File: src/rtl/output_buffer_drain_pkg.sv
// Shared constants and state type for the output result buffer.
package output_buffer_drain_pkg;

    localparam int DATA_W = 32;
    localparam int ADDR_W = 4;
    localparam int DEPTH  = 2 ** ADDR_W;

    typedef enum logic {
        IDLE,
        DRAIN
    } state_t;

endpackage

File: src/rtl/output_buffer_mem.sv
// Result register file with per-entry unread flags and overwrite detection.
module output_buffer_mem
    import output_buffer_drain_pkg::*;
(
    input  logic              clk,
    input  logic              rst,
    input  logic              wr_en,
    input  logic [ADDR_W-1:0] wr_addr,
    input  logic [DATA_W-1:0] wr_data,
    input  logic [ADDR_W-1:0] rd_addr,
    output logic [DATA_W-1:0] rd_data,
    input  logic              clr_en,
    input  logic [ADDR_W-1:0] clr_addr,
    output logic [DEPTH-1:0]  entry_valid,
    output logic              overwrite_err
);

    logic [DATA_W-1:0] mem [DEPTH];
    logic [DEPTH-1:0]  valid_next;
    logic              same_clr;

    assign same_clr = clr_en && (clr_addr == wr_addr);

    // Write-first read: a same-cycle write to the read address is forwarded.
    assign rd_data = (wr_en && (wr_addr == rd_addr)) ? wr_data : mem[rd_addr];

    // Clear applied before set so a write wins over a same-entry read.
    always_comb begin
        valid_next = entry_valid;
        if (clr_en) valid_next[clr_addr] = 1'b0;
        if (wr_en)  valid_next[wr_addr]  = 1'b1;
    end

    always_ff @(posedge clk) begin
        if (rst) begin
            for (int unsigned i = 0; i < DEPTH; i++) mem[i] <= '0;
            entry_valid   <= '0;
            overwrite_err <= 1'b0;
        end else begin
            if (wr_en) mem[wr_addr] <= wr_data;
            if (wr_en && entry_valid[wr_addr] && !same_clr) overwrite_err <= 1'b1;
            entry_valid <= valid_next;
        end
    end

endmodule

File: src/rtl/output_buffer_drain.sv
// Result buffer that streams entries 0..N-1 over valid/ready at full rate.
module output_buffer_drain
    import output_buffer_drain_pkg::*;
(
    input  logic              clk,
    input  logic              rst,
    input  logic              wr_en,
    input  logic [ADDR_W-1:0] wr_addr,
    input  logic [DATA_W-1:0] wr_data,
    input  logic              drain_start,
    input  logic [ADDR_W:0]   drain_count,
    output logic              out_valid,
    input  logic              out_ready,
    output logic [DATA_W-1:0] out_data,
    output logic [ADDR_W-1:0] out_addr,
    output logic              busy,
    output logic              done,
    output logic              overwrite_err,
    output logic [DEPTH-1:0]  entry_valid
);

    state_t            state, state_next;
    logic [ADDR_W:0]   count;
    logic              load, finish, clr_en, last;
    logic [ADDR_W-1:0] load_addr;
    logic [DATA_W-1:0] rd_data;

    output_buffer_mem u_mem (
        .clk           (clk),
        .rst           (rst),
        .wr_en         (wr_en),
        .wr_addr       (wr_addr),
        .wr_data       (wr_data),
        .rd_addr       (load_addr),
        .rd_data       (rd_data),
        .clr_en        (clr_en),
        .clr_addr      (out_addr),
        .entry_valid   (entry_valid),
        .overwrite_err (overwrite_err)
    );

    assign last = ({1'b0, out_addr} == (count - (ADDR_W+1)'(1)));

    always_comb begin
        state_next = state;
        load       = 1'b0;
        load_addr  = '0;
        clr_en     = 1'b0;
        finish     = 1'b0;
        case (state)
            IDLE: begin
                if (drain_start) begin
                    state_next = DRAIN;
                    load       = 1'b1;
                end
            end
            DRAIN: begin
                if (out_valid && out_ready) begin
                    clr_en = 1'b1;
                    if (last) begin
                        state_next = IDLE;
                        finish     = 1'b1;
                    end else begin
                        load      = 1'b1;
                        load_addr = out_addr + ADDR_W'(1);
                    end
                end
            end
            default: state_next = IDLE;
        endcase
    end

    always_ff @(posedge clk) begin
        if (rst) begin
            state     <= IDLE;
            count     <= '0;
            out_valid <= 1'b0;
            out_data  <= '0;
            out_addr  <= '0;
            busy      <= 1'b0;
            done      <= 1'b0;
        end else begin
            state <= state_next;
            done  <= finish;
            if (state == IDLE && drain_start)
                count <= (drain_count == '0) ? (ADDR_W+1)'(DEPTH) : drain_count;
            if (load) begin
                out_data  <= rd_data;
                out_addr  <= load_addr;
                out_valid <= 1'b1;
                busy      <= 1'b1;
            end
            if (finish) begin
                out_valid <= 1'b0;
                busy      <= 1'b0;
            end
        end
    end

endmodule

File: config.mk
export PLATFORM = sky130hd
export DESIGN_NAME = output_buffer_drain
export DESIGN_NICKNAME = d
export VERILOG_FILES = /design/src/rtl/output_buffer_drain_pkg.sv /design/src/rtl/output_buffer_mem.sv /design/src/rtl/output_buffer_drain.sv
export SDC_FILE = /design/constraint.sdc
export NUM_CORES = 1
export LEC_CHECK = 0
export CAP_MARGIN = 10
export CORE_MARGIN = 10
export CORE_UTILIZATION = 55
export DETAILED_ROUTE_END_ITERATION = 10
export PLACE_DENSITY = 0.88
export SYNTH_ARGS = -nofsm -noshare
export SYNTH_HDL_FRONTEND = slang
export SYNTH_SLANG_ARGS = --single-unit
File: constraint.sdc
create_clock -name clk -period 5.4 [get_ports clk]
set_input_delay 1.62 -clock clk [delete_from_list [all_inputs] [get_ports clk]]
set_output_delay 1.62 -clock clk [all_outputs]
set_load 0.01 [all_outputs]
-- Word level (Yosys, flattened, before mapping)
Memories as Yosys holds them, arrays and structs flattened. A register that Yosys moved wholly into a read port is not among the register bits.
Cells that the tools add are included.
- bitwise logic cells: 4
- equality and inequality tests: 2
- magnitude comparators: 4
- $add $sub $neg: 2
- mux-type cells: 31
- reduce and logical (&&, ||, !) cells: 11
- operator list (cell ; count):
    $mux 16 ; 2
    $mux 32 ; 1
    $reduce_or 32->1 ; 1
    $mux 1 ; 18
    $and 16x16->16 ; 1
    $mux 4 ; 4
    $not 16->16 ; 1
    $or 16x16->16 ; 1
    $lt 4x5->1 const B ; 2
    $demux 1 s4 ; 2
    $ge 4x1->1 const B ; 2
    $logic_and 1x1->1 ; 7
    $eq 4x5->1 ; 1
    $logic_not 5->1 ; 1
    $mux 5 ; 1
    $sub 5x1->5 const B ; 1
    $add 4x1->4 const B ; 1
    $bmux 1 s4 ; 1
    $eq 4x4->1 ; 1
    $pmux 1 s2 ; 2
    $reduce_or 2->1 ; 1
    $logic_not 1->1 ; 1
    $not 1->1 ; 1
- memory bits (writable): 512
- register bits: 29
- word-level logic and storage cells: 62
- memories kept: 1
- bits of input ports: 46
- memory list (memory ; depth ; bits a word ; rd ports ; clocked after Yosys merged registers in ; write ports ; RTL line ; text):
    u_mem.mem ; 16 ; 32 ; 1 ; 1 ; 16 ; output_buffer_mem.sv:18 ; logic [DATA_W-1:0] mem [DEPTH];

-- Depth between registers and ports, before layout
- depth after elaboration: 9
- gate-level depth with buffers: 12
- gate-level depth less buffers: 9

-- Modules after synthesis
Synthesis repeated with hierarchy kept, for this count alone.
- cell total of the unflattened synthesis: 1682
- area, all modules: 26270.2 um2
- by module, submodules not included (module ; area an instance (um2) ; cells an instance ; sequential area each (um2) ; times used):
    output_buffer_mem ; 24159.4 ; 1465 ; 15715.1 ; 1
    output_buffer_drain ; 2110.8 ; 217 ; 880.8 ; 1

-- Least setup slack after synthesis
No wires, ideal clock.
- path type: in2reg
- start point: in wr_addr[0]
- end point: mem u_mem.mem[8][0], enable pin
- path buffers: 2
- data arrival time: 4727 ps
- stages: 4
- library setup time: 466 ps
- slack: 207 ps
- path through: clkbuf_1 > or3_1 > clkbuf_1 > o21ai_0
- RTL lines (item ; RTL line ; text):
    from (decl) ; output_buffer_drain.sv:8 ; input logic [ADDR_W-1:0] wr_addr,
    to (decl) ; output_buffer_mem.sv:18 ;

-- Final worst setup path
- start point: reg out_addr[1]
- end point: reg out_data[14], read port of u_mem.mem
- cells in the longest elaborated chain, start to end: 4
- elaborated cells between the ends (all ways): 8
- RTL lines (item ; RTL line ; text):
    from (decl) ; output_buffer_drain.sv:15 ; output logic [ADDR_W-1:0] out_addr,
    from (signal assigned) ; output_buffer_drain.sv:89 ; out_addr <= load_addr;
    $add 4x1->4 or $eq 4x5->1 (tied branches) ; output_buffer_drain.sv:65, output_buffer_drain.sv:42 ;
    $mux 4 or $mux 1 (tied branches) ; output_buffer_drain.sv:60 ; if (last) begin
    $mux 4 or $mux 1 (tied branches) ; output_buffer_drain.sv:58 ; if (out_valid && out_ready) begin
    $mux 4 or $pmux 1 s2 (tied branches) ; output_buffer_drain.sv:50 ; case (state)
    to (decl) ; output_buffer_drain.sv:14 ; output logic [DATA_W-1:0] out_data,
Parallel ways exist; a longest one is shown, timed or not.
A chain may end at the register's enable or synchronous reset.

==> run_results.csv <==
group,metric,value,unit
clock_tree,cts_buffers,56,
synthesis,synth_edf_count,512,
floorplan,initial_core_util,55.9,%
layout,drive_above_1_share,14.3,%
clock_tree,path_clk_slew,60,ps
timing,maxSlewViolCount,0,
synthesis,async_flop_share,0,%
worst_setup_path,crit_chain,"ha_1, xor2_4, buf_12, mux4_2, and2_1, a211oi_1, a211o_1, o21ai_1",
status,run_status,"finished clean",
hold_path,hp-class,"flip-flop to flip-flop",
global_routing,grt-ovfl-total,0,
timing,hold_ws,488,ps
drt,vias_per_cell,6.84,
synthesis,synth-seq-cells,573,
floorplan,die_w,235,µm
placement,hpwlAfterDp,40500,µm
synthesis,ys.flop_type,"edfxtp_1",
floorplan,rows,78,
timing,tightest_slew,1150,ps
global_routing,grt_first_pass_wirelength,108000,µm
timing,finalCritPeriodShare,75.0,%
worst_setup_path,cp.arrival,4530,ps
floorplan,ios,102,
synthesis,synth_top_area_share,60.2,%
timing,setup_viol,0,
timing,min_period,4050,ps
clock_tree,cts_resized,0,
clock_tree,cts_setup_buffers,0,
drt,vias,17137,
synthesis,avgSynthCellArea,14.1,µm²
global_routing,grt_max_degree,62,
clock_tree,clk_path_buf_depth,3,
clock_tree,numClockSinks,573,
layout,num_antenna_cells,0,
timing,max_freq,247,MHz
drt,routed_wl,72700,µm
synthesis,yosys.cell_count.top_type,"and2_1",
global_routing,antenna_found_initial,1,
power_and_ir_drop,powerDensity,338,nW/µm²
global_routing,grt_pass1_vias,17331,
worst_setup_path,path_class,"flip-flop to flip-flop",
timing,finalHoldViolations,0,
layout,stdcell_area,29400,µm²
worst_setup_path,critPathSlowestCell,"xor2_4",
timing,slew_headroom,23.5,%
synthesis,syn_nets,1856,
timing,rsz0062_at_grt,"no",
worst_setup_path,critPathMaxFanout,27,
synthesis,synth_area,25500,µm²
layout,nets,1907,
floorplan,die_h,235,µm
synthesis,synth.area.top_cells,"edfxtp_1, and2_1, mux4_2",
worst_setup_path,critical-path-max-stage-delay,800,ps
placement,gp_congestion,0.858,
drt,wl_per_cell,29.0,µm
synthesis,synthDistinctLibCells,64,
clock_tree,hold_buffers,0,
synthesis,yosysTopAreaCell,"edfxtp_1",
layout,final_util,64.3,%
synthesis,ys_warn_count,0,
clock_tree,clkLatencyLatePin,620,ps
drt,dr.pass1.iters,8,
synthesis,synthTopCellsByCount,"and2_1, edfxtp_1, clkbuf_1",
synthesis,syn-instance-count,1805,
power_and_ir_drop,power.leakage,9.98,nW
drt,post-route-drc-count,0,
job,drv_cap,0,
worst_setup_path,start_kind,"flip-flop",
placement,placed_area,27400,µm²
floorplan,core_area,45700,µm²
layout,areaGrowthSynthToFinish,15.0,%
timing,skew,25.1,ps
clock_tree,ctsHtreeMaxLevel,2,
timing,setup_tns,0,ps
power_and_ir_drop,vdd_ir_drop_max,0.282,mV
clock_tree,root_buffer,"clkbuf_16",
worst_setup_path,critPathRequiredTime,5880,ps
worst_setup_path,worstSetupEndpointType,"flip-flop",
synthesis,ys_seq_area_share,65.0,%
placement,port_buffers,101,
global_routing,track_usage,25.4,%
drt,initialDrtViolationCount,2750,
clock_tree,cts_tree,"built",
floorplan,die_area,55400,µm²
drt,ant_nets,0,
==> worst paths after layout <==
check / from / endpoint / slack (ps) / cells after the start
worst max-delay path: out_addr[1] / out_data[14] / 1350 / 8
worst min-delay path: out_data[0] / out_data[0] / 490 / 2
worst max register to register: out_addr[1] / out_data[14] / 1350 / 8
worst min register to register: out_data[0] / out_data[0] / 490 / 2
==> power breakdown <==
part | leakage (nW) | internal [mW] | switching [mW]
Sequential | 5.38 | 5.07 | 0.0984
Combinational | 3.63 | 0.197 | 0.346
Clock | 0.971 | 2.52 | 1.70
Total | 9.98 | 7.79 | 2.15
==> cell families (layout without fill, tap and decap cells) <==
family	count (synthesis)	after routing	synth area share (%)
simple gates	648	648	15.4
flops	573	573	65.0
compound gates	320	320	9.63
buf+inv	173	272	2.86
mux	73	73	6.24
xor+xnor	13	13	0.578
fa+ha+maj	5	5	0.245
==> per-stage QoR <==
stage / power (mW) / setup WS [ps] / instances
global placement: 5.74 / 928 / 2398
detailed placement: 5.78 / 884 / 2398
CTS: 9.91 / 1410 / 2504
floorplan: 5.49 / 207 / 1805
finish: 9.94 / 1350 / 2504
global route: 10.1 / 1200 / 2504
==> final cells by class <==
cell class	instances	area [µm²]
well taps	600	751
repair buffers	160	1580
clock buffers	73	1530
multi-input cells	1059	8430
flip-flops and latches	573	16600
fillers	3028	16300
clock inverters	33	455
inverters	6	22.5
==> cells in the final DEF, fill, tap and decap left out, drive strengths merged, types with 5 or more instances in the layout <==
cell and instances:
and2 543, edfxtp 512, clkdlybuf4s50 101, clkbuf 73, mux4 69, dfxtp 61
buf 59, o21ai 56, a21oi 44, a221oi 32, a22oi 31, a211o 31
a211oi 31, a221o 31, a222oi 30, nand2 27, nor2 25, clkinv 19
nor3 12, bufinv 11, nand3 9, nand2b 9, o211ai 9, inv 9
xor2 7, xnor2 6, ha 5
==> sequential cells by signal (all words and copies together), names as in the netlist <==
| signal | cells |
|---|---|
| count | 5 |
| out_data | 32 |
| u_mem.mem | 512 |
| out_addr | 4 |
| state | 1 |
| u_mem.entry_valid | 16 |
| busy | 1 |
| done | 1 |
| u_mem.overwrite_err | 1 |
==> worst max-delay path, delay by kind of cell, from the launching register on <==
family,cells,cell delay (ps)
DFF,1,600
AOI/OAI and AO/OA,3,920
buffers and inverters,1,330
adders and majority gates,1,500
xor gates and xnor gates,1,800
muxes,1,530
and+or+nand+nor,1,180
==> layer usage <==
layer | GRT usage (%) | part of all wire [%]
met1 | 31.2 | 34
met2 | 41.3 | 48
met3 | 6.99 | 14
met4 | 11.8 | 4.5
met5 | 0 | 0
Note: power is estimated with default switching activity, not from simulation.
